`src/rtl/mem_ctrl.sv`:
```
// Byte-wide RAM/IO controller: arbitrates the D-cache write stream, D-cache reads and I-cache fetches,
// and assembles multi-byte little-endian reads with sign/zero extension.
module mem_ctrl #(
  parameter int ADDR_W    = 32,
  parameter int IO_SEL_HI = 17
) (
  input  logic              clk,
  input  logic              rst,
  input  logic              d_read_i,
  input  logic              d_sign_i,
  input  logic [2:0]        d_len_i,
  input  logic [ADDR_W-1:0] d_addr_i,
  output logic [31:0]       d_data_o,
  output logic              d_done_o,
  output logic              d_wait_o,
  input  logic              d_write_i,
  input  logic [ADDR_W-1:0] d_waddr_i,
  input  logic [7:0]        d_wdata_i,
  output logic              d_wwait_o,
  output logic              d_writting_o,
  input  logic              i_read_i,
  input  logic [ADDR_W-1:0] i_addr_i,
  output logic [31:0]       i_data_o,
  output logic              i_done_o,
  output logic              i_wait_o,
  input  logic [7:0]        mem_din_i,
  output logic [7:0]        mem_dout_o,
  output logic [ADDR_W-1:0] mem_a_o,
  output logic              mem_wr_o,
  input  logic              io_buffer_full_i
);

  typedef enum logic {IDLE, READ} state_t;

  state_t            state;
  logic              own_i;
  logic [ADDR_W-1:0] base;
  logic [2:0]        len;
  logic              sign;
  logic [2:0]        k;
  logic [1:0]        r;
  logic              rcv;
  logic [3:0][7:0]   rbuf;

  logic              is_io, d_acc, i_acc, last;
  logic [2:0]        req_len;
  logic [3:0][7:0]   asm_b;
  logic [31:0]       word;

  assign is_io = (d_waddr_i[IO_SEL_HI:IO_SEL_HI-1] == 2'b11);

  always_comb begin
    d_wwait_o    = (state != IDLE) || (is_io && io_buffer_full_i);
    d_writting_o = d_write_i && !d_wwait_o;
    d_wait_o     = (state != IDLE) || d_writting_o;
    i_wait_o     = (state != IDLE) || d_writting_o || d_read_i;
    d_acc        = d_read_i && !d_wait_o;
    i_acc        = i_read_i && !i_wait_o;
  end

  // Anything other than 1 or 2 is read as a full word.
  always_comb begin
    req_len = 3'd4;
    if (d_len_i == 3'd1) req_len = 3'd1;
    if (d_len_i == 3'd2) req_len = 3'd2;
  end

  // Fold the byte arriving this cycle into the assembly so completion needs no extra cycle.
  always_comb begin
    asm_b    = rbuf;
    asm_b[r] = mem_din_i;
    last     = ({1'b0, r} == len - 3'd1);
    case (len)
      3'd1:    word = {{24{sign & asm_b[0][7]}}, asm_b[0]};
      3'd2:    word = {{16{sign & asm_b[1][7]}}, asm_b[1], asm_b[0]};
      default: word = asm_b;
    endcase
  end

  always_ff @(posedge clk or posedge rst) begin
    if (rst) begin
      state      <= IDLE;
      own_i      <= 1'b0;
      base       <= '0;
      len        <= '0;
      sign       <= 1'b0;
      k          <= '0;
      r          <= '0;
      rcv        <= 1'b0;
      rbuf       <= '0;
      mem_a_o    <= '0;
      mem_dout_o <= '0;
      mem_wr_o   <= 1'b0;
      d_data_o   <= '0;
      i_data_o   <= '0;
      d_done_o   <= 1'b0;
      i_done_o   <= 1'b0;
    end else begin
      d_done_o <= 1'b0;
      i_done_o <= 1'b0;
      mem_wr_o <= 1'b0;
      case (state)
        IDLE: begin
          if (d_writting_o) begin
            mem_a_o    <= d_waddr_i;
            mem_dout_o <= d_wdata_i;
            mem_wr_o   <= 1'b1;
          end else if (d_acc || i_acc) begin
            own_i   <= !d_acc;
            base    <= d_acc ? d_addr_i : i_addr_i;
            mem_a_o <= d_acc ? d_addr_i : i_addr_i;
            len     <= d_acc ? req_len : 3'd4;
            sign    <= d_acc && d_sign_i;
            k       <= 3'd1;
            r       <= '0;
            rcv     <= 1'b0;
            rbuf    <= '0;
            state   <= READ;
          end
        end
        READ: begin
          if (k < len) begin
            mem_a_o <= base + {{(ADDR_W-3){1'b0}}, k};
            k       <= k + 3'd1;
          end
          // First READ cycle carries no data yet: RAM answers one cycle after the address.
          if (!rcv) begin
            rcv <= 1'b1;
          end else begin
            rbuf <= asm_b;
            if (last) begin
              state <= IDLE;
              if (own_i) begin
                i_data_o <= word;
                i_done_o <= 1'b1;
              end else begin
                d_data_o <= word;
                d_done_o <= 1'b1;
              end
            end else begin
              r <= r + 2'd1;
            end
          end
        end
        default: state <= IDLE;
      endcase
    end
  end

endmodule

```
`config.mk`:
```
export PLATFORM = sky130hd
export DESIGN_NAME = mem_ctrl
export DESIGN_NICKNAME = d
export VERILOG_FILES = /design/src/rtl/mem_ctrl.sv
export SDC_FILE = /design/constraint.sdc
export NUM_CORES = 1
export LEC_CHECK = 0
export ABC_CLOCK_PERIOD_IN_PS = 7940
export CORE_ASPECT_RATIO = 2
export CORE_MARGIN = 2
export CORE_UTILIZATION = 50
export DETAILED_ROUTE_END_ITERATION = 12
export HOLD_SLACK_MARGIN = 0.12
export PLACE_DENSITY = 0.81
export SLEW_MARGIN = 20
export SYNTH_ARGS = -nofsm -noshare
export SYNTH_HDL_FRONTEND = slang
export SYNTH_SLANG_ARGS = --single-unit
```
`constraint.sdc`:
```
create_clock -name clk -period 7.94 [get_ports clk]
set_clock_uncertainty 0.15 [all_clocks]
set_input_delay 1.588 -clock clk [delete_from_list [all_inputs] [get_ports clk]]
set_output_delay 1.588 -clock clk [all_outputs]
set_load 0.01 [all_outputs]
```
==> flow_metrics.env, run 1 <==
export IMPL_cp_top_family="buffers and inverters"
export IMPL_die_w_um=101.0
export IMPL_ys_async_sr_fraction=1.000
export IMPL_coreArea_mm2=0.01866
export IMPL_wl_met1_mm=9.534
export IMPL_rows=71
export IMPL_drive_above_1_share=0.07226
export IMPL_cts_buffers=17
export IMPL_vias=8320
export IMPL_yosysMostFrequentCell="nand2_1"
export IMPL_grt_pass1_vias=8283
export IMPL_slowest_delay_ns=0.74
export IMPL_cp_max_fo=30
export IMPL_fmax_ghz=0.1736
export IMPL_drc=0
export IMPL_grt_usage=0.2772
export IMPL_synth_cell_types=58
export IMPL_syn_nets=1135
export IMPL_synthFlopType="dfrtp_1"
export IMPL_area_growth_pct=31.66
export IMPL_cp_common_cell="clkdlybuf4s50_1"
export IMPL_p_leak_uw=0.005360
export IMPL_antenna_left=0
export IMPL_arrival_ns=4.02
export IMPL_clk_path_buf_depth=2
export IMPL_hold_class="reg -> reg"
export IMPL_top_level_ports=233
export IMPL_report_final_setup_viol=0
export IMPL_wl_met3_mm=1.345
export IMPL_seq_power_share=0.341
export IMPL_grt_overflow=0
export IMPL_die_height_um=197.9
export IMPL_synthTopCellsByCount="228 x nand2_1, 183 x dfrtp_1, 75 x o21ai_0"
export IMPL_numClockSinks=183
export IMPL_die_area_mm2=0.01998
export IMPL_finalWeightedCongestion=0.8120
export IMPL_crit_path_end_kind="output pin"
export IMPL_critPathRequiredTime_ns=6.20
export IMPL_pwr_share_comb=0.485
export IMPL_netlist_area_mm2=0.009399
export IMPL_vias_per_cell=5.847
export IMPL_synth_warning_count=0
export IMPL_grt_pass1_wl_mm=42.83
export IMPL_start_kind="primary input"
export IMPL_final_period_utilization=0.7253
export IMPL_clockRootBuffer="clkbuf_16"
export IMPL_crit_buf_inv=3
export IMPL_maxCapViolCount=0
export IMPL_antenna_cells=0
export IMPL_p_int_uw=2971
export IMPL_clk_transition_reported_paths_ns=0.07
export IMPL_holdBufCountCts=0
export IMPL_cts_setup_buffers=0
export IMPL_hpwl_mm=19.52
export IMPL_worstPathCellList="clkdlybuf4s50_1, a31oi_4, nand2_1, inv_1, clkdlybuf4s50_1"
export IMPL_cts_tree="yes"
export IMPL_synth_top_area_cell="dfrtp_1"
export IMPL_clock_latency_ns=0.44
export IMPL_wl_met2_mm=14.98
export IMPL_drt_first_iter_violations=430
export IMPL_syn_instance_count=999
export IMPL_drt_wirelength_per_cell_um=19.10
export IMPL_grt_max_degree=110
export IMPL_status="complete, no violations"
export IMPL_max_slew_margin=0.2369
export IMPL_grt_setup_unrepaired="no"
export IMPL_io_buffers=232
export IMPL_hold_slack_ns=0.3285
export IMPL_cellPowerDensity_mw_per_mm2=397.4
export IMPL_initial_utilization=0.5038
export IMPL_fin_setup_tns_ns=0
export IMPL_period_minus_slack_ns=5.759
export IMPL_wirelength_mm=27.18
export IMPL_drv_slew=0
export IMPL_cts_repair_resized=0
export IMPL_critical_path_slowest_cell="inv_1"
export IMPL_worst_pin_slew_ns=1.138
export IMPL_synth_seq_area_share=0.4872
export IMPL_synth_edf_count=0
export IMPL_ir_worst_vdd_mv=0.2074
export IMPL_hold_violations=0
export IMPL_synth_top_cell_area_share=0.4872
export IMPL_synth_avg_cell_area_um2=9.408
export IMPL_dr_max_layer_used="met4"
export IMPL_path_class="in -> out"
export IMPL_p_clk_frac=0.173
export IMPL_swShare=0.3957
export IMPL_ys_top_cells_by_area="dfrtp_1 49%, nand2_1 9.1%, mux2i_1 5.5%"
export IMPL_nNetsFinal=1327
export IMPL_htree_num_levels=4
export IMPL_power_switching_uw=1946
export IMPL_first_pass_iters=5
export IMPL_ys_ff_latch=183
export IMPL_antenna_found_initial=0
[layout by cell type, fill, tap and decap left out, types with 17 or more instances in the layout]
cell type	count
a21oi_1	23
a22o_1	17
a31oi_1	35
clkbuf_16	17
clkdlybuf4s50_1	231
dfrtp_1	182
inv_1	19
mux2_2	27
mux2i_1	52
nand2_1	228
nor2_1	59
o211ai_1	20
o21ai_0	75
o21ai_1	21
xnor2_1	17
[worst min-delay path, cell delays in order (launching register included)]
cell     delay, ns
dfrtp_1       0.34
nand2_1       0.04
o21ai_0       0.06
[sequential cells by signal, summed over array words and instances (netlist names), 2 cells and up]
name and count:
r 2, d_data_o 32, k 3, len 3
mem_dout_o 8, base 32, i_data_o 32, mem_a_o 32
rbuf 32
[worst paths after layout]
kind	startpoint	end	slack, ns	cells after the start
worst max-delay path	d_waddr_i[17]	d_writting_o	2.18	5
worst min-delay path	rbuf[16]$_DFFE_PP0P_	rbuf[16]$_DFFE_PP0P_	0.33	2
worst max register to register	len[2]$_DFFE_PP0P_	mem_a_o[11]$_DFFE_PP0P_	4.84	8
worst min register to register	rbuf[16]$_DFFE_PP0P_	rbuf[16]$_DFFE_PP0P_	0.33	2
max in group asynchronous	rst	state$_DFF_PP0_	4.40	3
min in group asynchronous	rst	mem_a_o[8]$_DFFE_PP0P_	1.58	2
[logic make-up after synthesis]
group,synth area share
simple gates,0.1573
compound gates,0.1696
flops,0.4872
buf+inv,0.04047
mux,0.09891
xor+xnor,0.02702
fa+ha+maj,0.01944
[routing by layer]
| layer | track usage | vias to the layer above |
|---|---|---|
| li1 | - | 3896 |
| met1 | 0.3008 | 4051 |
| met2 | 0.5005 | 300 |
| met3 | 0.05295 | 73 |
| met4 | 0.1436 | 0 |
| met5 | 0 | - |
[area by class of cell]
class                      count  area (um2)
timing repair buffer         242        2392
clock buffer                  20       446.7
sequential                   183        4581
fill                        1474        6281
clock inverter                12       140.1
multi-input combinational    726        4457
inverter                      21       83.83
tap                          219       274.0
[through the flow]
stage | cell area (um2) | power, uW | util | instances | worst slack, ns
3_5_place_dp | 11780 | 4068 | 0.6317 | 1391 | 2.225
3_3_place_gp | 11780 | 3984 | 0.6317 | 1391 | 2.270
5_1_grt | 12370 | 5254 | 0.6633 | 1423 | 2.076
6_report | 12370 | 4917 | 0.6633 | 1423 | 2.181
2_1_floorplan | 9399 | 3070 | - | 999 | 1.230
4_1_cts | 12370 | 4934 | 0.6631 | 1423 | 2.215
[power by group through the flow]
stage | Combinational (uW) | Sequential [uW] | Clock (uW)
2_1_floorplan | 1340 | 1730 | 0
3_3_place_gp | 2310 | 1670 | 0
3_5_place_dp | 2380 | 1690 | 0
4_1_cts | 2390 | 1680 | 863
5_1_grt | 2620 | 1730 | 899
6_report | 2390 | 1680 | 853
(Power assumes the default switching activity.)
==> inputs of run 2 (changes only) <==
Settings changed: ABC_CLOCK_PERIOD_IN_PS 7940 to 5200, CORE_UTILIZATION 50 to 45, PLACE_DENSITY 0.81 to 0.77.
Clock period 7.94 ns to 5.2 ns, I/O delays scaled along.
==> flow_metrics.env, run 2 (synthesized netlist as in run 1, its figures left out) <==
export IMPL_critical_path_slowest_cell="clkdlybuf4s50_1"
export IMPL_pwr_share_comb=0.486
export IMPL_report_final_setup_viol=0
export IMPL_grt_overflow=0
export IMPL_cts_repair_resized=0
export IMPL_critPathRequiredTime_ns=4.01
export IMPL_drc=0
export IMPL_p_int_uw=4501
export IMPL_numClockSinks=183
export IMPL_p_leak_uw=0.005387
export IMPL_io_buffers=232
export IMPL_drive_above_1_share=0.08017
export IMPL_cp_top_family="buffers and inverters"
export IMPL_grt_pass1_vias=8334
export IMPL_htree_num_levels=4
export IMPL_seq_power_share=0.342
export IMPL_fin_setup_tns_ns=0
export IMPL_setup_slack_ns=1.273
export IMPL_cts_buffers=17
export IMPL_final_period_utilization=0.7552
export IMPL_coreArea_mm2=0.02046
export IMPL_hold_violations=0
export IMPL_swShare=0.3997
export IMPL_total_power_uw=7498
export IMPL_slowest_delay_ns=0.64
export IMPL_clk_path_buf_depth=2
export IMPL_max_slew_margin=0.3837
export IMPL_finalWeightedCongestion=0.8876
export IMPL_status="complete, no violations"
export IMPL_antenna_left=0
export IMPL_period_minus_slack_ns=3.927
export IMPL_first_pass_iters=5
export IMPL_die_area_mm2=0.02213
export IMPL_maxCapViolCount=0
export IMPL_area_growth_pct=32.72
export IMPL_clockRootBuffer="clkbuf_16"
export IMPL_die_w_um=106.2
export IMPL_crit_buf_inv=2
export IMPL_path_class="in -> out"
export IMPL_arrival_ns=2.74
export IMPL_hpwl_mm=20.97
export IMPL_crit_path_end_kind="output pin"
export IMPL_clk_transition_reported_paths_ns=0.07
export IMPL_ir_worst_vdd_mv=0.4360
export IMPL_worst_pin_slew_ns=0.9225
export IMPL_nNetsFinal=1333
export IMPL_final_common_cell="clkdlybuf4s50_1"
export IMPL_die_height_um=208.4
export IMPL_fmax_ghz=0.2547
export IMPL_top_level_ports=233
export IMPL_antenna_cells=0
export IMPL_cellPowerDensity_mw_per_mm2=601.1
export IMPL_power_switching_uw=2997
export IMPL_clock_latency_ns=0.44
export IMPL_antenna_found_initial=0
export IMPL_drt_wirelength_per_cell_um=18.91
export IMPL_initial_utilization=0.4593
export IMPL_cts_tree="yes"
export IMPL_worstPathCellList="clkdlybuf4s50_1, a21oi_2, nand2b_1, clkdlybuf4s50_1"
export IMPL_final_cell_mix="231 x clkdlybuf4s50_1, 228 x nand2_1, 182 x dfrtp_1, 75 x o21ai_0, 59 x nor2_1"
export IMPL_vias=8299
export IMPL_drv_slew=0
export IMPL_grt_pass1_wl_mm=44.61
export IMPL_nFillCells=1733
export IMPL_grt_setup_unrepaired="no"
export IMPL_drt_first_iter_violations=438
export IMPL_grt_usage=0.2609
export IMPL_rows=74
export IMPL_cts_setup_buffers=0
export IMPL_grt_max_degree=59
export IMPL_vias_per_cell=5.623
export IMPL_cp_max_fo=10
export IMPL_cp_common_cell="clkdlybuf4s50_1"
export IMPL_hold_class="reg -> reg"
export IMPL_holdBufCountCts=0
export IMPL_dp_slack_ns=1.309
export IMPL_p_clk_frac=0.172
export IMPL_start_kind="primary input"
export IMPL_wirelength_mm=27.91
-- run 2: changes by cell type in the layout (fill, tap and decap cells not counted), sizes merged --
| cell | change |
|---|---|
| bufinv | -1 |
| clkbuf | -2 |
| clkinvlp | +1 |
| clkinv | +1 |
| buf | +6 |
| inv | +1 |
-- run 2: final cells by class --
cell class	count	area, um2	share of cell area
multi-input combinational	726	4462	0.3577
clock inverter	14	140.1	0.01123
timing repair buffer	248	2437	0.1954
sequential	183	4581	0.3672
inverter	21	82.58	0.006620
clock buffer	18	439.2	0.03521
tap	266	332.8	0.02668
-- run 2: tightest hold or removal path, stage by stage (launching register included) --
cell and delay [ns]:
dfrtp_1 0.34, nand2_1 0.05, o21ai_0 0.06
-- run 2: metal layers --
metal  up-vias  part of all wire  track usage
met5         -                 0            0
met4         0             0.058       0.1561
met3        90             0.052      0.05138
met2       315              0.55       0.4757
met1      3985              0.34       0.2694
li1       3909                 -            -
-- run 2: final timing paths --
check	slack, ns	to	cells past startpoint	startpoint
max	1.27	i_wait_o	4	d_write_i
min	0.33	d_data_o[30]$_DFFE_PP0P_	2	d_data_o[30]$_DFFE_PP0P_
max reg2reg	2.24	mem_a_o[28]$_DFFE_PP0P_	8	k[0]$_DFFE_PP0P_
min reg2reg	0.33	d_data_o[30]$_DFFE_PP0P_	2	d_data_o[30]$_DFFE_PP0P_
max in group asynchronous	3.10	d_data_o[23]$_DFFE_PP0P_	3	rst
min in group asynchronous	0.81	i_data_o[4]$_DFFE_PP0P_	2	rst
-- run 2: power by group through the flow --
stage	Combinational [uW]	Clock, uW	Sequential, uW
after CTS	3660	1310	2560
after detailed placement	3650	0	2590
final	3640	1290	2560
after global placement	3570	0	2570
after floorplan	2050	0	2640
after global routing	4000	1380	2650
-- run 2: stage by stage --
| stage | area, um2 | utilization | instances | hold WS [ns] |
|---|---|---|---|---|
| after floorplan | 9403 | - | 999 | 0.2960 |
| after global placement | 11890 | 0.5810 | 1444 | 0.3084 |
| after detailed placement | 11890 | 0.5810 | 1444 | 0.3154 |
| after CTS | 12470 | 0.6093 | 1476 | 0.3363 |
| after global routing | 12470 | 0.6096 | 1476 | 0.3547 |
| final | 12470 | 0.6096 | 1476 | 0.3307 |
==> RTL change: new RTL, settings of run 1 <==
Reset style: synchronous (`rst`), changed in one clocked block.
--- a/src/rtl/mem_ctrl.sv
+++ b/src/rtl/mem_ctrl.sv
@@ -79,3 +79,3 @@
 
-  always_ff @(posedge clk or posedge rst) begin
+  always_ff @(posedge clk) begin
     if (rst) begin
Formal check against the unedited RTL: differs if rst is asserted again (counterexample within 4 cycles, from zero or initial values and one cycle with rst high); with rst held inactive, the same outputs for 4 cycles.
==> RTL change against run 1 <==
- worst setup slack improved by 0.049 ns
- routed wire length up 1.7%
- synthesized area down 3.2%
- maximum frequency is 0.86% higher
- non-clock buffer count rose by 3
- worst hold slack got worse by 0.030 ns
- global-route usage rose by 0.35 points
- sequential cell count did not move
- core utilization is 1.6 points higher
- design area shrank 2.3%
- critical endpoint unchanged
Power is not compared: it rests on default switching activity, and its combinational part moved more than twofold at a synthesized area within 25%.
==> RTL change: results <==
[synth]
synthTopCellsByCount = "226 x nor2_1, 183 x dfxtp_1, 162 x nand2_1"
synthArstFlopShare_pct = 0
synth.distinct_cells = 59
ys_seq_area_share_pct = 40.3
ys.warnings.count = 0
syn_nets = 1318
synthCells = 1182
synth_area_leaders = "dfxtp_1 40%, nor2_1 9.3%, nand2_1 6.7%"
ys.flop_type = "dfxtp_1"

[route]
wl_met1_um = 9970
viasPerCell = 5.76
drt_pass1_iterations = 5
wl_met2_um = 14400
routed_wl_um = 27600
routedWlPerCell_um = 17.5
drt_iter0_markers = 428
met3WireLength_um = 1710
dr.max_layer_used = "met4"

[cts]
insertion_delay_ns = 0.44
cts-resized-gates = 0
htree_levels = 4
clockRootBuffer = "clkbuf_16"
cts_max_path_buffers = 2
post_cts_buffers = 0

[critical_path]
rr_startpoint = "r[0]"
critPathMaxFanout = 16
cp_slowest_cell = "clkdlybuf4s50_1"
critPathLaunch = "d_waddr_i[17]"
worstPathArrival_ns = 3.97
max_stage_delay_ns = 0.62
cp_top_family = "buffers and inverters"

[global_route]
met3_usage_pct = 6.04
grt_usage_pct = 28.1
grt_pass1_wl_um = 43900
grt_pass1_vias = 8785
antenna_found_initial = 0
use_met2_pct = 50.1
grt_max_degree = 108
use_met1_pct = 29.5

[place]
place_congestion = 0.871
port_buffers = 232
placed_area_um2 = 11400
placed_cells = 1550
pre_cts_slack_ns = 2.24
dp_hpwl_um = 19600

[power]
comb_cell_power_mw = 0.393
switchingPower_mw = 0.646
peakVddDrop_uv = 177
seqPwrFrac_pct = 43.1
power.leakage_nw = 4.42
p_per_area_nw_per_um2 = 193

[final_layout]
antennaDiodeCount = 0
drive_above_1_share_pct = 5.77
fill_cells = 1455
nets = 1492

[status]
status = "finished, final reports clean"

[timing]
hold_viol_final = 0
slew_headroom_pct = 26.6

[hold_path]
hp-start = "rbuf[10]"
min_path_type = "reg -> reg"
## RTL change: cell families (layout without fill, tap and decap cells)
logic type / count (synthesis) / in the layout / synth area share [%]
adders and majority gates: 14 / 14 / 2.01
AOI/OAI and AO/OA: 255 / 255 / 18.3
xor gates and xnor gates: 34 / 34 / 3.27
and+or+nand+nor: 539 / 539 / 25.9
DFF: 183 / 183 / 40.3
buffers and inverters: 109 / 296 / 4.87
muxes: 48 / 48 / 5.43
## RTL change: final cells by class
class / count / area [um2] / area share (%)
clock inverters: 14 / 218 / 1.80
well taps: 213 / 267 / 2.20
flip-flops and latches: 183 / 3660 / 30.3
multi-input cells: 890 / 5020 / 41.5
inverters: 19 / 71.3 / 0.590
clock buffers: 18 / 439 / 3.63
repair buffers: 245 / 2410 / 20.0
## RTL change: worst paths after layout
check,to,slack [ns],cells after the start
worst max-delay path,d_writting_o,2.23,5
worst min-delay path,rbuf[10],0.30,2
worst min register to register,rbuf[10],0.30,2
worst max register to register,d_data_o[31],4.49,8
